--- config.mk ---
export PLATFORM = sky130hd
export DESIGN_NAME = regfile_wb_arbiter
export DESIGN_NICKNAME = d
export VERILOG_FILES = /design/src/rtl/regfile_wb_arbiter.sv
export SDC_FILE = /design/constraint.sdc
export NUM_CORES = 1
export LEC_CHECK = 0
export ABC_AREA = 1
export CAP_MARGIN = 20
export CORE_AREA = 2 2 81 83
export DETAILED_ROUTE_END_ITERATION = 16
export DIE_AREA = 0 0 83 85
export PLACE_DENSITY = 0.78
export SETUP_SLACK_MARGIN = 0.3
export SLEW_MARGIN = 20
export SYNTH_ARGS = -nofsm -noshare
export SYNTH_HDL_FRONTEND = slang
export SYNTH_SLANG_ARGS = --single-unit
export TNS_END_PERCENT = 20
--- constraint.sdc ---
create_clock -name clk -period 1.2 [get_ports clk]
set_clock_uncertainty 0.05 [all_clocks]
set_input_delay 0.12 -clock clk [delete_from_list [all_inputs] [get_ports clk]]
set_output_delay 0.12 -clock clk [all_outputs]
set_load 0.005 [all_outputs]
--- src/rtl/regfile_wb_arbiter.sv ---
// regfile_wb_arbiter
// Shares the register file's single write port between the ALU (port 0) and
// the load unit (port 1). Round-robin priority picks between simultaneous
// requests, and the write port is driven from registers. An optional
// scoreboard tracks pending writes so that issue can detect RAW hazards.
//
// Build option: define REGFILE_ARB_SCOREBOARD_EN to include the per-register
// busy scoreboard. When it is undefined, q_busy1/q_busy2 are tied to 0 and the
// iss_* inputs are ignored.
module regfile_wb_arbiter #(
    parameter  int N  = 32,
    parameter  int W  = 32,
    localparam int AW = $clog2(N)
) (
    input  logic          clk,
    input  logic          reset,
    input  logic          req0_valid,
    input  logic [AW-1:0] req0_addr,
    input  logic [W-1:0]  req0_data,
    output logic          req0_ready,
    input  logic          req1_valid,
    input  logic [AW-1:0] req1_addr,
    input  logic [W-1:0]  req1_data,
    output logic          req1_ready,
    output logic          rf_wen,
    output logic [AW-1:0] rf_waddr,
    output logic [W-1:0]  rf_wdata,
    input  logic          iss_valid,
    input  logic [AW-1:0] iss_addr,
    input  logic [AW-1:0] q_addr1,
    input  logic [AW-1:0] q_addr2,
    output logic          q_busy1,
    output logic          q_busy2
);

    // prio_reg names the port that wins when both request (0 = ALU).
    logic          prio_reg;
    logic          prio_next;
    logic          rf_wen_reg;
    logic          rf_wen_next;
    logic [AW-1:0] rf_waddr_reg;
    logic [AW-1:0] rf_waddr_next;
    logic [W-1:0]  rf_wdata_reg;
    logic [W-1:0]  rf_wdata_next;

    logic grant0;
    logic grant1;
    logic hs0;
    logic hs1;

    // Grant selection: a lone requester always wins, a tie goes to prio_reg.
    always_comb begin
        grant0 = req0_valid & (~req1_valid | ~prio_reg);
        grant1 = req1_valid & (~req0_valid |  prio_reg);
    end

    // Readies are forced low while reset is held so nothing is accepted.
    assign req0_ready = grant0 & ~reset;
    assign req1_ready = grant1 & ~reset;
    assign hs0        = req0_valid & req0_ready;
    assign hs1        = req1_valid & req1_ready;

    // Next write-port state and priority; writes to x0 handshake but never enable.
    always_comb begin
        prio_next     = prio_reg;
        rf_wen_next   = 1'b0;
        rf_waddr_next = rf_waddr_reg;
        rf_wdata_next = rf_wdata_reg;
        if (hs0) begin
            prio_next     = 1'b1;
            rf_wen_next   = |req0_addr;
            rf_waddr_next = req0_addr;
            rf_wdata_next = req0_data;
        end else if (hs1) begin
            prio_next     = 1'b0;
            rf_wen_next   = |req1_addr;
            rf_waddr_next = req1_addr;
            rf_wdata_next = req1_data;
        end
    end

    // Write-port and priority registers; reset drops any uncommitted write.
    always_ff @(posedge clk) begin
        if (reset) begin
            prio_reg     <= 1'b0;
            rf_wen_reg   <= 1'b0;
            rf_waddr_reg <= '0;
            rf_wdata_reg <= '0;
        end else begin
            prio_reg     <= prio_next;
            rf_wen_reg   <= rf_wen_next;
            rf_waddr_reg <= rf_waddr_next;
            rf_wdata_reg <= rf_wdata_next;
        end
    end

    assign rf_wen   = rf_wen_reg;
    assign rf_waddr = rf_waddr_reg;
    assign rf_wdata = rf_wdata_reg;

`ifdef REGFILE_ARB_SCOREBOARD_EN
    logic [N-1:0] busy_reg;
    logic [N-1:0] busy_next;

    // x0 can never be pending.
    assign busy_next[0] = 1'b0;

    // Per register: a new issue sets the bit and beats a same-cycle commit.
    generate
        for (genvar gi = 1; gi < N; gi++) begin : g_busy
            assign busy_next[gi] = (iss_valid && (iss_addr == AW'(gi))) ? 1'b1 :
                                   (rf_wen_reg && (rf_waddr_reg == AW'(gi))) ? 1'b0 :
                                   busy_reg[gi];
        end
    endgenerate

    // Scoreboard register; cleared on reset along with the write port.
    always_ff @(posedge clk) begin
        if (reset) begin
            busy_reg <= '0;
        end else begin
            busy_reg <= busy_next;
        end
    end

    assign q_busy1 = busy_reg[q_addr1];
    assign q_busy2 = busy_reg[q_addr2];
`else
    logic unused_sb_inputs;

    assign unused_sb_inputs = ^{iss_valid, iss_addr, q_addr1, q_addr2};
    assign q_busy1          = 1'b0;
    assign q_busy2          = 1'b0;
`endif

endmodule

### After elaboration in Yosys (flattened, before gate mapping)

Index checks and enable logic that the tools add are counted.

| cells by class | value |
|---|---|
| multiplexer cells | 8 |
| bitwise operators | 12 |
| reduce and logical (&&, ||, !) cells | 3 |

Operators by type and width:

| kind | number |
|---|---|
| two-way mux 32 bit | 2 |
| two-way mux 5 bit | 2 |
| OR reduction 5 bit | 2 |
| AND 1 bit | 6 |
| two-way mux 1 bit | 4 |
| inverter 1 bit | 4 |
| OR 1 bit | 2 |
| nonzero test 2 bit | 1 |

| word-level totals | value |
|---|---|
| bits in registers | 39 |
| input bits | 94 |
| output and inout port bits | 42 |

### Depth between registers and ports, before layout

| depth | value |
|---|---|
| depth after elaboration | 7 |
| gate-level depth with buffers | 8 |
| depth with buffers taken out | 6 |

### Worst setup path after synthesis

No wires, ideal clock.

| timing | value |
|---|---|
| kind | register to register |
| from | reg prio_reg |
| to | reg rf_wdata_reg[10], in the netlist rf_wdata[10] |
| arrival | 928 ps |
| data required time | 1041 ps |
| path slack | 113 ps |
| cell stages (with the launch flop) | 9 |
| buffers on the path | 2 |
| path through | dfxtp_1 -> nand2_1 -> nand3_1 -> buf_4 -> buf_6 -> nand2_1 -> nand3_1 -> nand2_1 -> inv_1 |

| on the way | value |
|---|---|
| longest elaborated chain between the ends | 6 |
| elaborated cells between the ends (all ways) | 11 |

RTL lines:

| what | RTL line | text |
|---|---|---|
| start: declaration | 37 | `logic prio_reg;` |
| start signal: assignment | 90 | `prio_reg <= prio_next;` |
| inverter 1 bit | 53 | `grant0 = req0_valid & (~req1_valid \| ~prio_reg);` |
| OR 1 bit | 53 |  |
| AND 1 bit | 53 |  |
| AND 1 bit | 58 | `assign req0_ready = grant0 & ~reset;` |
| AND 1 bit | 60 | `assign hs0 = req0_valid & req0_ready;` |
| two-way mux 32 bit / nonzero test 2 bit (equally long branches) | -- |  |
| end signal: assignment | 93 | `rf_wdata_reg <= rf_wdata_next;` |
| end: declaration | 43 | `logic [W-1:0] rf_wdata_reg;` |

Parallel ways exist; a longest one is shown, timed or not.
A chain may end at the register's enable or synchronous reset.

### Final worst setup path

| timing | value |
|---|---|
| from | reg prio_reg |
| to | reg rf_wdata_reg[24], in the netlist rf_wdata[24] |

The elaborated chain is that of the path after synthesis.

==> results.txt <==
- Tracing the worst setup path back leads to its startpoint at prio_reg.
- Total die area: 0.00706 sq mm
- Kind of start point of the critical path: flip-flop
- STA puts the critical path data arrival time at approximately 1.4 ns.
- Total grt overflow: 0
- Peak fanout along the critical path: 5
- Cell-internal power: 2.62 mW
- The number of antenna diodes in the final layout is 0.
- Critical Setup Path Class: reg2reg
- The final max-slew violation count was 0.
- After floorplanning, the core was sized to cover just over 0.006 sq mm.
- Fill cell total of the finished layout: 585
- Routed wirelength normalized by instance count: 13.4 um
- Type of the most critical hold path: in2reg
- Setup total negative slack: -0.0263 ns
- Port buffering added roughly 120 buffers.
- The hold violation total from the final report is 0.
- At the later pin of the worst-skew pair, clock insertion delay measures 0.29 ns.
- TritonCTS built the clock tree.
- For this run, the leading register cell type out of synthesis is sky130_fd_sc_hd__dfxtp_1.
* Total design power: between 3 and 4 mW
- Status: finished, violations left
* Min Clock Period, post-route: 1.21 ns
- Library cell with the largest summed area after synthesis: sky130_fd_sc_hd__dfxtp_1
- For this configuration, the core starts out at a cell density of between 30% and 40%.
- Global-route wire length before repair: 11200 um
* Crit end category: flip-flop
- Number of maximum-capacitance violations: 0
- Count leader, synth: sky130_fd_sc_hd__nand2_1
* Y dimension of the die: around 85 um
- In this run, the combinational gates consume 28.9% of the power.
- The tightest hold path in the finished design has a slack of 0.407 ns.
* Number of cells produced by synthesis: approximately 350
* Footprint of the multi-input gates: between 0.001 and 0.0015 sq mm
* Number of register bits inferred by synthesis: 39
- Final standard cell utilization of the core: between 60% and 70%
- Once routing completed, OpenROAD measured the worst setup slack at -0.0136 ns.
* Sequential Power Share: 40.9%
- CTS placed an instance of sky130_fd_sc_hd__clkbuf_8 at the clock tree root.
* Number of design rule violations left after detail routing: 0
- Mean area per synthesized cell: 6.33 sq um
- Number of buffers created by CTS: 5
- Count of unique library cells instantiated by Yosys: 16
- From left edge to right edge, the die measures approximately 83 um.
- The count of nets left with antenna violations once routing finished came out at 0.
- Number of nets in the finished design: approximately 560
* Number of flops mapped to enable cells by yosys: 0
* Vias in the first global route: 2445
- Buffer levels on the longest clock path: 2
- The mapped netlist covers about 0.0022 sq mm.
- The H-tree was split into 2 levels.
* Yosys warning total: 0
* First drt pass iteration count: 5
* CP Data Required Time: around 1.4 ns
* Timing-limited maximum frequency: between 800 and 900 MHz
* Final setup fails: 2
- Cells taking the most area after synthesis: sky130_fd_sc_hd__dfxtp_1 (35%), sky130_fd_sc_hd__nand2_1 (14%), sky130_fd_sc_hd__inv_1 (13%)
- Highest ir drop seen on vdd: between 600 and 700 uV
- Switch Pwr: around 1 mW
- Sum of net half-perimeters after detailed placement: about 4800 um
* CTS clk-pin slew, worst paths: about 0.09 ns
* Share of async-settable or async-resettable flops after synthesis: 0%
- In this run the power density over the cells is between 900 and 1000 mW/mm^2.
- Number of sinks driven by the clock tree: 39
- In this run the static leakage power is approximately 1.9 nW.
- After detailed routing, the number of vias per cell comes to approximately 4.8.
* Failing checks: setup timing
- Post-Place Setup Slack: -0.473 ns
* Ratio of final minimum period to clock period: 101%
- Gpl congestion: 0.802
* IO Pins: around 140
- In this run the biggest area consumer among cell types represents between 30 and 40% of the synthesized area.
- From synthesis to final layout, the design area changed by 70.7%.
- Fraction of layout instances using a drive strength above 1: about 26%
* Register area share after synthesis: a little over a third
* Maximum number of pins on one net before global-route repair: 39
- Switching part of the total: a little over a quarter
- After floorplanning, the core was divided into 29 placement rows.
- In the final layout, flip-flops and latches occupy approximately 820 sq um.
- Flip-flop count of the largest register, all copies and words added: 32
* Synth top cells by count: sky130_fd_sc_hd__nand2_1 (81), sky130_fd_sc_hd__inv_1 (75), sky130_fd_sc_hd__a21oi_1 (39), sky130_fd_sc_hd__dfxtp_1 (39), sky130_fd_sc_hd__nand3_1 (38)
- Setup repair after global routing could not meet its margin everywhere.
- # hold bufs at CTS: 0
- DR iter-0 viols: between 100 and 150
* Overall routing resource usage: 19.4%
- Startpoint of the lowest-slack hold path: req1_data[25]
- The initial antenna violation count is 0.
- Source of the worst register-to-register timing path: prio_reg
* Routed wire length: about 7300 um
- The share of total power dissipated in the clock network is a little under a third.
- The routed layout has between 2000 and 3000 vias.
layout by cell type (no fill, tap or decap):
| master | instances |
|---|---|
| sky130_fd_sc_hd__nand3_2 | 8 |
| sky130_fd_sc_hd__nor3_1 | 1 |
| sky130_fd_sc_hd__a21oi_2 | 1 |
| sky130_fd_sc_hd__inv_2 | 3 |
| sky130_fd_sc_hd__nand2_2 | 9 |
| sky130_fd_sc_hd__nand2_1 | 70 |
| sky130_fd_sc_hd__a21oi_1 | 38 |
| sky130_fd_sc_hd__clkbuf_16 | 1 |
| sky130_fd_sc_hd__buf_16 | 2 |
| sky130_fd_sc_hd__dfxtp_1 | 9 |
| sky130_fd_sc_hd__nand3_1 | 29 |
| sky130_fd_sc_hd__inv_4 | 1 |
| sky130_fd_sc_hd__clkbuf_2 | 13 |
| sky130_fd_sc_hd__nand3_4 | 1 |
| sky130_fd_sc_hd__nand2_4 | 2 |
| sky130_fd_sc_hd__buf_12 | 3 |
| sky130_fd_sc_hd__o21ai_2 | 1 |
| sky130_fd_sc_hd__inv_1 | 74 |
| sky130_fd_sc_hd__clkinv_4 | 1 |
| sky130_fd_sc_hd__nand4_1 | 37 |
| sky130_fd_sc_hd__buf_8 | 4 |
| sky130_fd_sc_hd__buf_4 | 10 |
| sky130_fd_sc_hd__clkinv_2 | 1 |
| sky130_fd_sc_hd__dfxtp_4 | 1 |
| sky130_fd_sc_hd__bufinv_16 | 1 |
| sky130_fd_sc_hd__nor2_1 | 3 |
| sky130_fd_sc_hd__clkbuf_8 | 5 |
| sky130_fd_sc_hd__dlygate4sd2_1 | 9 |
| sky130_fd_sc_hd__o21ai_4 | 1 |
| sky130_fd_sc_hd__buf_2 | 6 |
| sky130_fd_sc_hd__dfxtp_2 | 29 |
| sky130_fd_sc_hd__buf_6 | 16 |
| sky130_fd_sc_hd__conb_1 | 2 |
| sky130_fd_sc_hd__clkdlybuf4s50_1 | 74 |
layer usage:
layer | global-route usage (%) | vias to the layer above | wire length (um)
li1 | - | 1333 | -
met1 | 21.4 | 1146 | 3050
met2 | 35.7 | 93 | 3680
met3 | 5.74 | 12 | 418
met4 | 6.11 | 0 | 116
met5 | 0 | - | 0
critical path, stage by stage (launching register included):
cell and delay (ns):
sky130_fd_sc_hd__dfxtp_4 0.37, sky130_fd_sc_hd__nand2_4 0.08, sky130_fd_sc_hd__nand3_4 0.09, sky130_fd_sc_hd__buf_6 0.15, sky130_fd_sc_hd__clkbuf_16 0.15, sky130_fd_sc_hd__nand2_2 0.05
sky130_fd_sc_hd__nand3_2 0.05, sky130_fd_sc_hd__nand2_1 0.07, sky130_fd_sc_hd__inv_1 0.05
timing repair:
action	CTS	global route
resized for setup	126	85
endpoints found under the setup margin	79	79
cloned	2	1
pin swaps	0	2
setup buffers	4	0
path summary, 6_finish.rpt:
path         slack (ns)      endpoint  cells past startpoint
max               -0.01  rf_wdata[24]                      8
max reg2reg       -0.01  rf_wdata[24]                      8
min                0.41  rf_wdata[25]                      5
min reg2reg        0.47      prio_reg                      2
cells by family after synthesis:
| family | count (synthesis) | share of synthesized area (%) |
|---|---|---|
| and+or+nand+nor | 160 | 33.7 |
| buffers and inverters | 107 | 21.2 |
| AOI/OAI and AO/OA | 41 | 9.49 |
| DFF | 39 | 35.5 |
| other | 1 | 0.170 |
layout make-up:
class,instances,area share (%)
repair buffers,138,36.5
well taps,77,2.56
inverters,78,7.86
flip-flops and latches,39,21.8
multi-input cells,203,28.3
clock buffers,5,1.83
clock inverters,3,1.17
power by group through the flow:
stage,clock network [mW],logic [mW],registers (mW)
final,1.09,1.04,1.47
after global routing,1.19,1.14,1.49
after floorplan,0,0.413,1.49
after detailed placement,0,0.989,1.48
after global placement,0,0.970,1.48
after CTS,1.13,0.991,1.46
per-stage QoR:
stage               cells  area (sq um)
CTS                   542          3660
detailed placement    528          3460
global placement      528          3460
finish                543          3760
floorplan             349          2230
global route          543          3760
Power figures use the tool's default switching activity.
